## src/rtl/datmem_arb_pkg.sv

```systemverilog
// Shared types and default sizes for the Datmem arbiter.
package datmem_arb_pkg;

    localparam int DEF_AWIDTH  = 32;
    localparam int DEF_ALENGTH = 128;

    typedef enum logic [1:0] {IDLE, ACCESS, DONE} arb_state_t;
    typedef enum logic {PORT_A, PORT_B} port_id_t;

endpackage

```

## src/rtl/datmem_arb_pick.sv

```systemverilog
// Combinational tie-break between the two requesters.
// DATMEM_ARB_RR_EN defined: round-robin against the last granted port.
// DATMEM_ARB_RR_EN undefined: fixed priority, port A wins every tie.
import datmem_arb_pkg::*;

module datmem_arb_pick (
    input  logic     req_a,
    input  logic     req_b,
`ifdef DATMEM_ARB_RR_EN
    input  port_id_t last_gnt,
`endif
    output port_id_t winner
);

    // Winner selection; the result only matters when at least one request is up.
    always_comb begin
        winner = PORT_A;
`ifdef DATMEM_ARB_RR_EN
        if (req_a && req_b) begin
            winner = (last_gnt == PORT_A) ? PORT_B : PORT_A;
        end else if (!req_a && req_b) begin
            winner = PORT_B;
        end
`else
        if (!req_a && req_b) begin
            winner = PORT_B;
        end
`endif
    end

endmodule

```

## src/rtl/datmem_arbiter.sv

```systemverilog
// Two-port arbiter in front of the single-port Datmem.
// Each grant walks IDLE -> ACCESS -> DONE; Datmem is driven only in ACCESS.
// Writes to word 0 and to out-of-range words are dropped and flagged on Err.
// Optional macro DATMEM_ARB_RR_EN selects round-robin tie-break (default: A priority).
import datmem_arb_pkg::*;

module datmem_arbiter #(
    parameter int AWIDTH  = DEF_AWIDTH,
    parameter int ALENGTH = DEF_ALENGTH
) (
    input  logic              Clk,
    input  logic              Rst_n,
    input  logic              ReqA,
    input  logic              WeA,
    input  logic [AWIDTH-1:0] AddrA,
    input  logic [AWIDTH-1:0] WDatA,
    output logic              AckA,
    output logic              ErrA,
    input  logic              ReqB,
    input  logic              WeB,
    input  logic [AWIDTH-1:0] AddrB,
    input  logic [AWIDTH-1:0] WDatB,
    output logic              AckB,
    output logic              ErrB,
    output logic [AWIDTH-1:0] RDat,
    output logic              WE2,
    output logic [AWIDTH-1:0] Addr,
    output logic [AWIDTH-1:0] WriDat,
    input  logic [AWIDTH-1:0] ReaDat
);

    arb_state_t        state_reg, state_next;
    port_id_t          gnt_reg, gnt_next;
    port_id_t          winner;
    logic              ack_a_reg, ack_a_next, err_a_reg, err_a_next;
    logic              ack_b_reg, ack_b_next, err_b_reg, err_b_next;
    logic [AWIDTH-1:0] rdat_reg, rdat_next;

    logic              sel_we;
    logic [AWIDTH-1:0] sel_addr, sel_wdat;
    logic              in_range, is_zero, wr_ok, err_now;

`ifdef DATMEM_ARB_RR_EN
    port_id_t          last_gnt_reg, last_gnt_next;

    datmem_arb_pick u_pick (
        .req_a    (ReqA),
        .req_b    (ReqB),
        .last_gnt (last_gnt_reg),
        .winner   (winner)
    );
`else
    datmem_arb_pick u_pick (
        .req_a    (ReqA),
        .req_b    (ReqB),
        .winner   (winner)
    );
`endif

    // Route the granted port's request fields and classify its address.
    assign sel_we   = (gnt_reg == PORT_A) ? WeA   : WeB;
    assign sel_addr = (gnt_reg == PORT_A) ? AddrA : AddrB;
    assign sel_wdat = (gnt_reg == PORT_A) ? WDatA : WDatB;
    assign in_range = (sel_addr < AWIDTH'(ALENGTH));
    assign is_zero  = (sel_addr == '0);
    assign wr_ok    = sel_we && !is_zero && in_range;
    assign err_now  = sel_we ? (is_zero || !in_range) : !in_range;

    // Next-state, completion flags and Datmem drive; Datmem sees the access only in ACCESS.
    always_comb begin
        state_next = state_reg;
        gnt_next   = gnt_reg;
        ack_a_next = 1'b0;
        ack_b_next = 1'b0;
        err_a_next = 1'b0;
        err_b_next = 1'b0;
        rdat_next  = rdat_reg;
        WE2        = 1'b0;
        Addr       = '0;
        WriDat     = '0;
`ifdef DATMEM_ARB_RR_EN
        last_gnt_next = last_gnt_reg;
`endif
        case (state_reg)
            IDLE: begin
                if (ReqA || ReqB) begin
                    gnt_next   = winner;
                    state_next = ACCESS;
`ifdef DATMEM_ARB_RR_EN
                    last_gnt_next = winner;
`endif
                end
            end
            ACCESS: begin
                Addr       = sel_addr;
                WriDat     = sel_wdat;
                // Rst_n gating keeps a reset that lands mid-access from writing.
                WE2        = wr_ok && Rst_n;
                rdat_next  = (in_range && !is_zero) ? ReaDat : '0;
                if (gnt_reg == PORT_A) begin
                    ack_a_next = 1'b1;
                    err_a_next = err_now;
                end else begin
                    ack_b_next = 1'b1;
                    err_b_next = err_now;
                end
                state_next = DONE;
            end
            DONE: begin
                state_next = IDLE;
            end
            default: begin
                state_next = IDLE;
            end
        endcase
    end

    // State and output registers with synchronous active-low reset.
    always_ff @(posedge Clk) begin
        if (!Rst_n) begin
            state_reg <= IDLE;
            gnt_reg   <= PORT_B;
            ack_a_reg <= 1'b0;
            ack_b_reg <= 1'b0;
            err_a_reg <= 1'b0;
            err_b_reg <= 1'b0;
            rdat_reg  <= '0;
`ifdef DATMEM_ARB_RR_EN
            last_gnt_reg <= PORT_B;
`endif
        end else begin
            state_reg <= state_next;
            gnt_reg   <= gnt_next;
            ack_a_reg <= ack_a_next;
            ack_b_reg <= ack_b_next;
            err_a_reg <= err_a_next;
            err_b_reg <= err_b_next;
            rdat_reg  <= rdat_next;
`ifdef DATMEM_ARB_RR_EN
            last_gnt_reg <= last_gnt_next;
`endif
        end
    end

    assign AckA = ack_a_reg;
    assign AckB = ack_b_reg;
    assign ErrA = err_a_reg;
    assign ErrB = err_b_reg;
    assign RDat = rdat_reg;

endmodule

```

## config.mk

```make
export PLATFORM = sky130hd
export DESIGN_NAME = datmem_arbiter
export DESIGN_NICKNAME = d
export VERILOG_FILES = /design/src/rtl/datmem_arb_pkg.sv /design/src/rtl/datmem_arb_pick.sv /design/src/rtl/datmem_arbiter.sv
export SDC_FILE = /design/constraint.sdc
export NUM_CORES = 1
export LEC_CHECK = 0
export ABC_AREA = 0
export BUFFER_PORTS_ARGS = -buffer_cell sky130_fd_sc_hd__buf_2
export CAP_MARGIN = 10
export CORE_AREA = 3 3 103 105
export CTS_BUF_LIST = sky130_fd_sc_hd__clkbuf_4
export DETAILED_ROUTE_END_ITERATION = 7
export DIE_AREA = 0 0 106 108
export PLACE_DENSITY = 0.67
export REMOVE_ABC_BUFFERS = 1
export SLEW_MARGIN = 20
export SYNTH_ARGS = -nofsm -noshare
export SYNTH_HDL_FRONTEND = slang
export SYNTH_SLANG_ARGS = --single-unit
```

## constraint.sdc

```tcl
create_clock -name Clk -period 1.62 [get_ports Clk]
set_clock_uncertainty 0.1 [all_clocks]
set_input_delay 0.324 -clock Clk [delete_from_list [all_inputs] [get_ports Clk]]
set_output_delay 0.324 -clock Clk [all_outputs]
set_load 0.05 [all_outputs]
```

# Word-level counts from Yosys, hierarchy flattened

Cells that the tools add are included.
Widths: inputs -> output; s select.

$lt $le $gt $ge: 1
Mux-type cells: 13
Equality and inequality tests: 2
Reductions and logical operators: 16
Bitwise logic cells: 2

Operators with widths:

| kind                | number |
|---|---|
| $mux 32             | 5 |
| $logic_not 32->1    | 1 |
| $lt 32x8->1 const B | 1 |
| $mux 1              | 6 |
| $logic_and 1x1->1   | 5 |
| $pmux 2 s2          | 1 |
| $reduce_and 2->1    | 2 |
| $logic_not 1->1     | 3 |
| $reduce_and 3->1    | 1 |
| $reduce_or 3->1     | 1 |
| $eq 2x1->1 const B  | 1 |
| $logic_not 2->1     | 1 |
| $logic_or 1x1->1    | 2 |
| $mux 2              | 1 |
| $ne 2x2->1 const B  | 1 |
| $not 1->1           | 2 |

Word-level logic and storage cells: 41
Input bits: 166
Bits in registers: 39
Output and inout bits: 101

# Depth between registers and ports, before layout

Depth in word-level cells: 7
Gate-level depth with buffers: 6
Depth with buffers taken out: 4

# By module

From an unflattened synthesis, not the netlist that was laid out.

Cells, all modules: 334
Area, all modules: 2771.4 um^2

Modules (own cells, without submodules):

| module          | cells each | area an instance (um^2) | instances |
|---|---|---|---|
| datmem_arbiter  | 333        | 2757.6                  | 1 |
| datmem_arb_pick | 1          | 13.8                    | 1 |

# Worst setup path after synthesis

OpenSTA, ideal clock, no wires.

Path type: input port to output port
Start point: in AddrA[22]
End point: out WE2
Slack: -0.670 ns
Arrival: 1.866 ns
Required time: 1.196 ns
Cell stages on the path: 5
Path buffers: 1
Cells stage by stage: nor4_1 nand4_1 mux2_4 buf_4 nor3_2

Longest elaborated chain between the ends: 7
Elaborated cells on any way between the ends: 8
Classes of those cells: order compare (1); mux (2); reduce/logical (5)

RTL lines:

| element                                                             | RTL line             | text |
|---|---|---|
| start, declared                                                     | datmem_arbiter.sv:15 | `input logic [AWIDTH-1:0] AddrA,` |
| $mux 32 *                                                           | datmem_arbiter.sv:62 | `assign sel_addr = (gnt_reg == PORT_A) ? AddrA : AddrB;` |
| parallel branches: the longest is 3 deep, another holds $lt 32x8->1 | -                    |  |
| $logic_and 1x1->1 *                                                 | datmem_arbiter.sv:66 | `assign wr_ok = sel_we && !is_zero && in_range;` |
| $logic_and 1x1->1 *                                                 | datmem_arbiter.sv:98 | `WE2 = wr_ok && Rst_n;` |
| $mux 1 *                                                            | datmem_arbiter.sv:84 | `case (state_reg)` |
| end, declared                                                       | datmem_arbiter.sv:26 | `output logic WE2,` |

Every way passes the cells marked *.

# Worst setup path in the final report

Start point: reg gnt_reg
End point: out WE2

Longest elaborated chain between the ends: 7
Elaborated cells on any way between the ends: 9
Classes of those cells: order compare (1); mux (3); reduce/logical (5)

RTL lines:

| element                                                             | RTL line              | text |
|---|---|---|
| start, declared                                                     | datmem_arbiter.sv:33  | `port_id_t gnt_reg, gnt_next;` |
| start signal, assigned                                              | datmem_arbiter.sv:133 | `gnt_reg <= gnt_next;` |
| parallel branches: the longest is 4 deep, another holds $lt 32x8->1 | -                     |  |
| $logic_and 1x1->1 *                                                 | datmem_arbiter.sv:66  |  |
| $logic_and 1x1->1 *                                                 | datmem_arbiter.sv:98  |  |
| $mux 1 *                                                            | datmem_arbiter.sv:84  |  |

Marks and branches as above.

==> flow_summary.toml <==
[outcome]
outcome = "finished, violations left"
violations = "setup timing"

[die]
die_h_um = 108
fp.dieW_um = 106
ios = 267
core_area_sq_mm = 0.00973
rows = 36
start_util = 0.283
die_area_sq_mm = 0.0114

[timing]
final.setup.worst_slack_ns = -0.586
relSlewSlack = 0.721
period_share = 1.36
worst_pin_slew_ns = 0.415
drv_slew = 0
max_freq_mhz = 453
setup_tns_ns = -33.85
finalHoldViolCount = 0
fin_crit_ns = 2.21
setup_viol = 99
rsz0062_at_grt = "yes"

[global_routing]
grt_overflow = 0
grt_pass1_wl_um = 18500
grt_max_degree = 36
grtUsageTotal = 0.202
antenna_found_initial = 1
grt_pass1_vias = 3601

[layout]
syn2layout_area_growth_pct = 106
largest_register_ffs = 32
final_util = 0.584
seqCellArea_sq_um = 786
multi_input_area_sq_mm = 0.00217
fillers = 860
drive_above_1_share = 0.695
final_nets = 795
num_antenna_cells = 0

[synth]
synth_area_sq_mm = 0.00276
synth_flop_cell = "dfxtp_1"
synth_top_cell_by_area = "dfxtp_1"
ys_seq_area_frac = 0.283
post-synth-top-count-cell = "nor2_1"
netlist.area_leader.share = 0.283
synth_cell_type_count = 29
yosys-top-cells-area = "dfxtp_1 (28%), mux2i_1 (24%), o31ai_2 (13%), nor2_1 (9.5%), inv_1 (4.5%)"
synthArstFlopShare = 0
synth-edff-count = 0
ys_seq_elements = 39
synth_area_per_cell_sq_um = 8.26
yosysWarnings = 0
synthTopCellsByCount = "nor2_1 (70), mux2i_1 (65), dfxtp_1 (39)"
synth_cells = 334

[worst_setup_path]
startpoint_type = "flip-flop"
path_class = "reg2out"
end_kind = "primary output"
cp_max_fo = 9
crit_arrival_ns = 1.78
cp.required_ns = 1.20

[job]
drv_cap = 0

[clocking]
clk_pin_slew_worst_paths_ns = 0.11
cts_root_buffer = "clkbuf_4"
clkLatencyLatePin_ns = 0.34
numCtsBuffers = 5
cts.sinks = 39
clk_path_buf_depth = 2
htree_levels = 2
tritoncts = "yes"
ctsHoldBuffers = 0

[detailed_routing]
vias = 3691
routed_wl_um = 13700
drt-initial-drc-count = 166
post-route-drc-count = 0
dr.pass1.iters = 4
ant_nets = 0
via_per_inst = 4.84
wl_per_cell_um = 17.9

[power]
combPwrFrac = 0.552
clockPowerShare = 0.151
power_frac_seq = 0.297
switching_share = 0.407
powerDensity_mw_per_mm2 = 580
p_leak_nw = 2.92
switchingPower_mw = 1.34
ir_drop_uv = 495
p_int_mw = 1.95

[placed_design]
place.gp.congestion = 0.942
portBuffers = 266
hpwlAfterDp_um = 9370

[hold_path]
min_path_type = "in2reg"
[path summary, 6_finish.rpt]
check                  start  endpoint  slack, ns  cells after the start
hold / removal    ReaDat[13]  RDat[13]       0.12                      3
setup / recovery     gnt_reg       WE2      -0.59                      5
setup reg to reg     gnt_reg  RDat[24]      -0.25                      6
hold reg to reg      RDat[0]   RDat[0]       0.37                      2
[through the flow]
stage                     std cells  setup WS [ns]  total power, mW  cell area, sq um  hold slack [ns]
after floorplan                 309          -3.01             1.77              2610            0.300
after global placement          738         -0.648             2.23              4440            0.338
after detailed placement        738         -0.629             2.25              4440            0.341
after CTS                       756         -0.610             3.01              5110            0.104
after global routing            763         -0.657             3.44              5680           0.0948
final                           763         -0.586             3.30              5680            0.122
[power by group through the flow]
stage / clock [mW] / combinational, mW / sequential (mW)
after detailed placement: 0 / 1.25 / 1.00
after floorplan: 0 / 0.710 / 1.06
after global placement: 0 / 1.23 / 1.00
after global routing: 0.566 / 1.89 / 0.983
after CTS: 0.524 / 1.51 / 0.980
final: 0.498 / 1.82 / 0.980
[cell families after synthesis]
logic type             Yosys count  share of synthesized area
and+or+nand+nor                129                      0.205
muxes                           66                      0.241
buffers and inverters           58                     0.0971
AOI/OAI and AO/OA               42                      0.174
DFF                             39                      0.283
[final cells by class]
type,instances,share of cell area
clock inverters,2,0.00220
flip-flops and latches,39,0.138
clock buffers,6,0.00793
multi-input cells,237,0.382
inverters,33,0.0218
repair buffers,313,0.419
well taps,133,0.0293
[placed cells by master (no fill, tap or decap), types with 2 or more instances in the layout]
master     netlist  layout
a21boi_2         2       2
and2_1           2       2
and3_1           2       2
buf_12           0      13
buf_16           0       3
buf_2            7     203
buf_4            3      36
buf_6            4      41
buf_8            0      10
bufbuf_16        0       2
clkbuf_16        0       2
clkbuf_4         0       9
dfxtp_1         39      37
inv_1           33      33
mux2i_1         65      37
mux2i_2          0      22
mux2i_4          0       6
nand2_1         33      33
nand4_1          2       2
nor2_1          70      25
nor2_2           0      19
nor2_4           0      26
nor4_1          14      11
nor4_2           0       3
o21ai_0          2       2
o31a_1           2       2
o31ai_2         29      31
[routing by layer]
layer	vias up	wire length (um)	GRT usage
met5	-	7	0
met4	2	476	0.0500
met3	42	1420	0.0746
met2	205	7120	0.388
met1	1707	4640	0.208
li1	1735	-	-
[critical path, cell delays in order, from the launching register on]
cell,delay (ns)
dfxtp_4,0.40
nor4_2,0.27
a22o_1,0.26
o211ai_4,0.11
nor3_4,0.22
buf_12,0.17
[what timing repair did]
item	4_1_cts	5_1_grt
setup buffers	5	4
pin swaps	9	2
endpoints found under the setup margin	99	99
gates resized for setup	124	124
cloned	5	4
(Power assumes the default switching activity.)
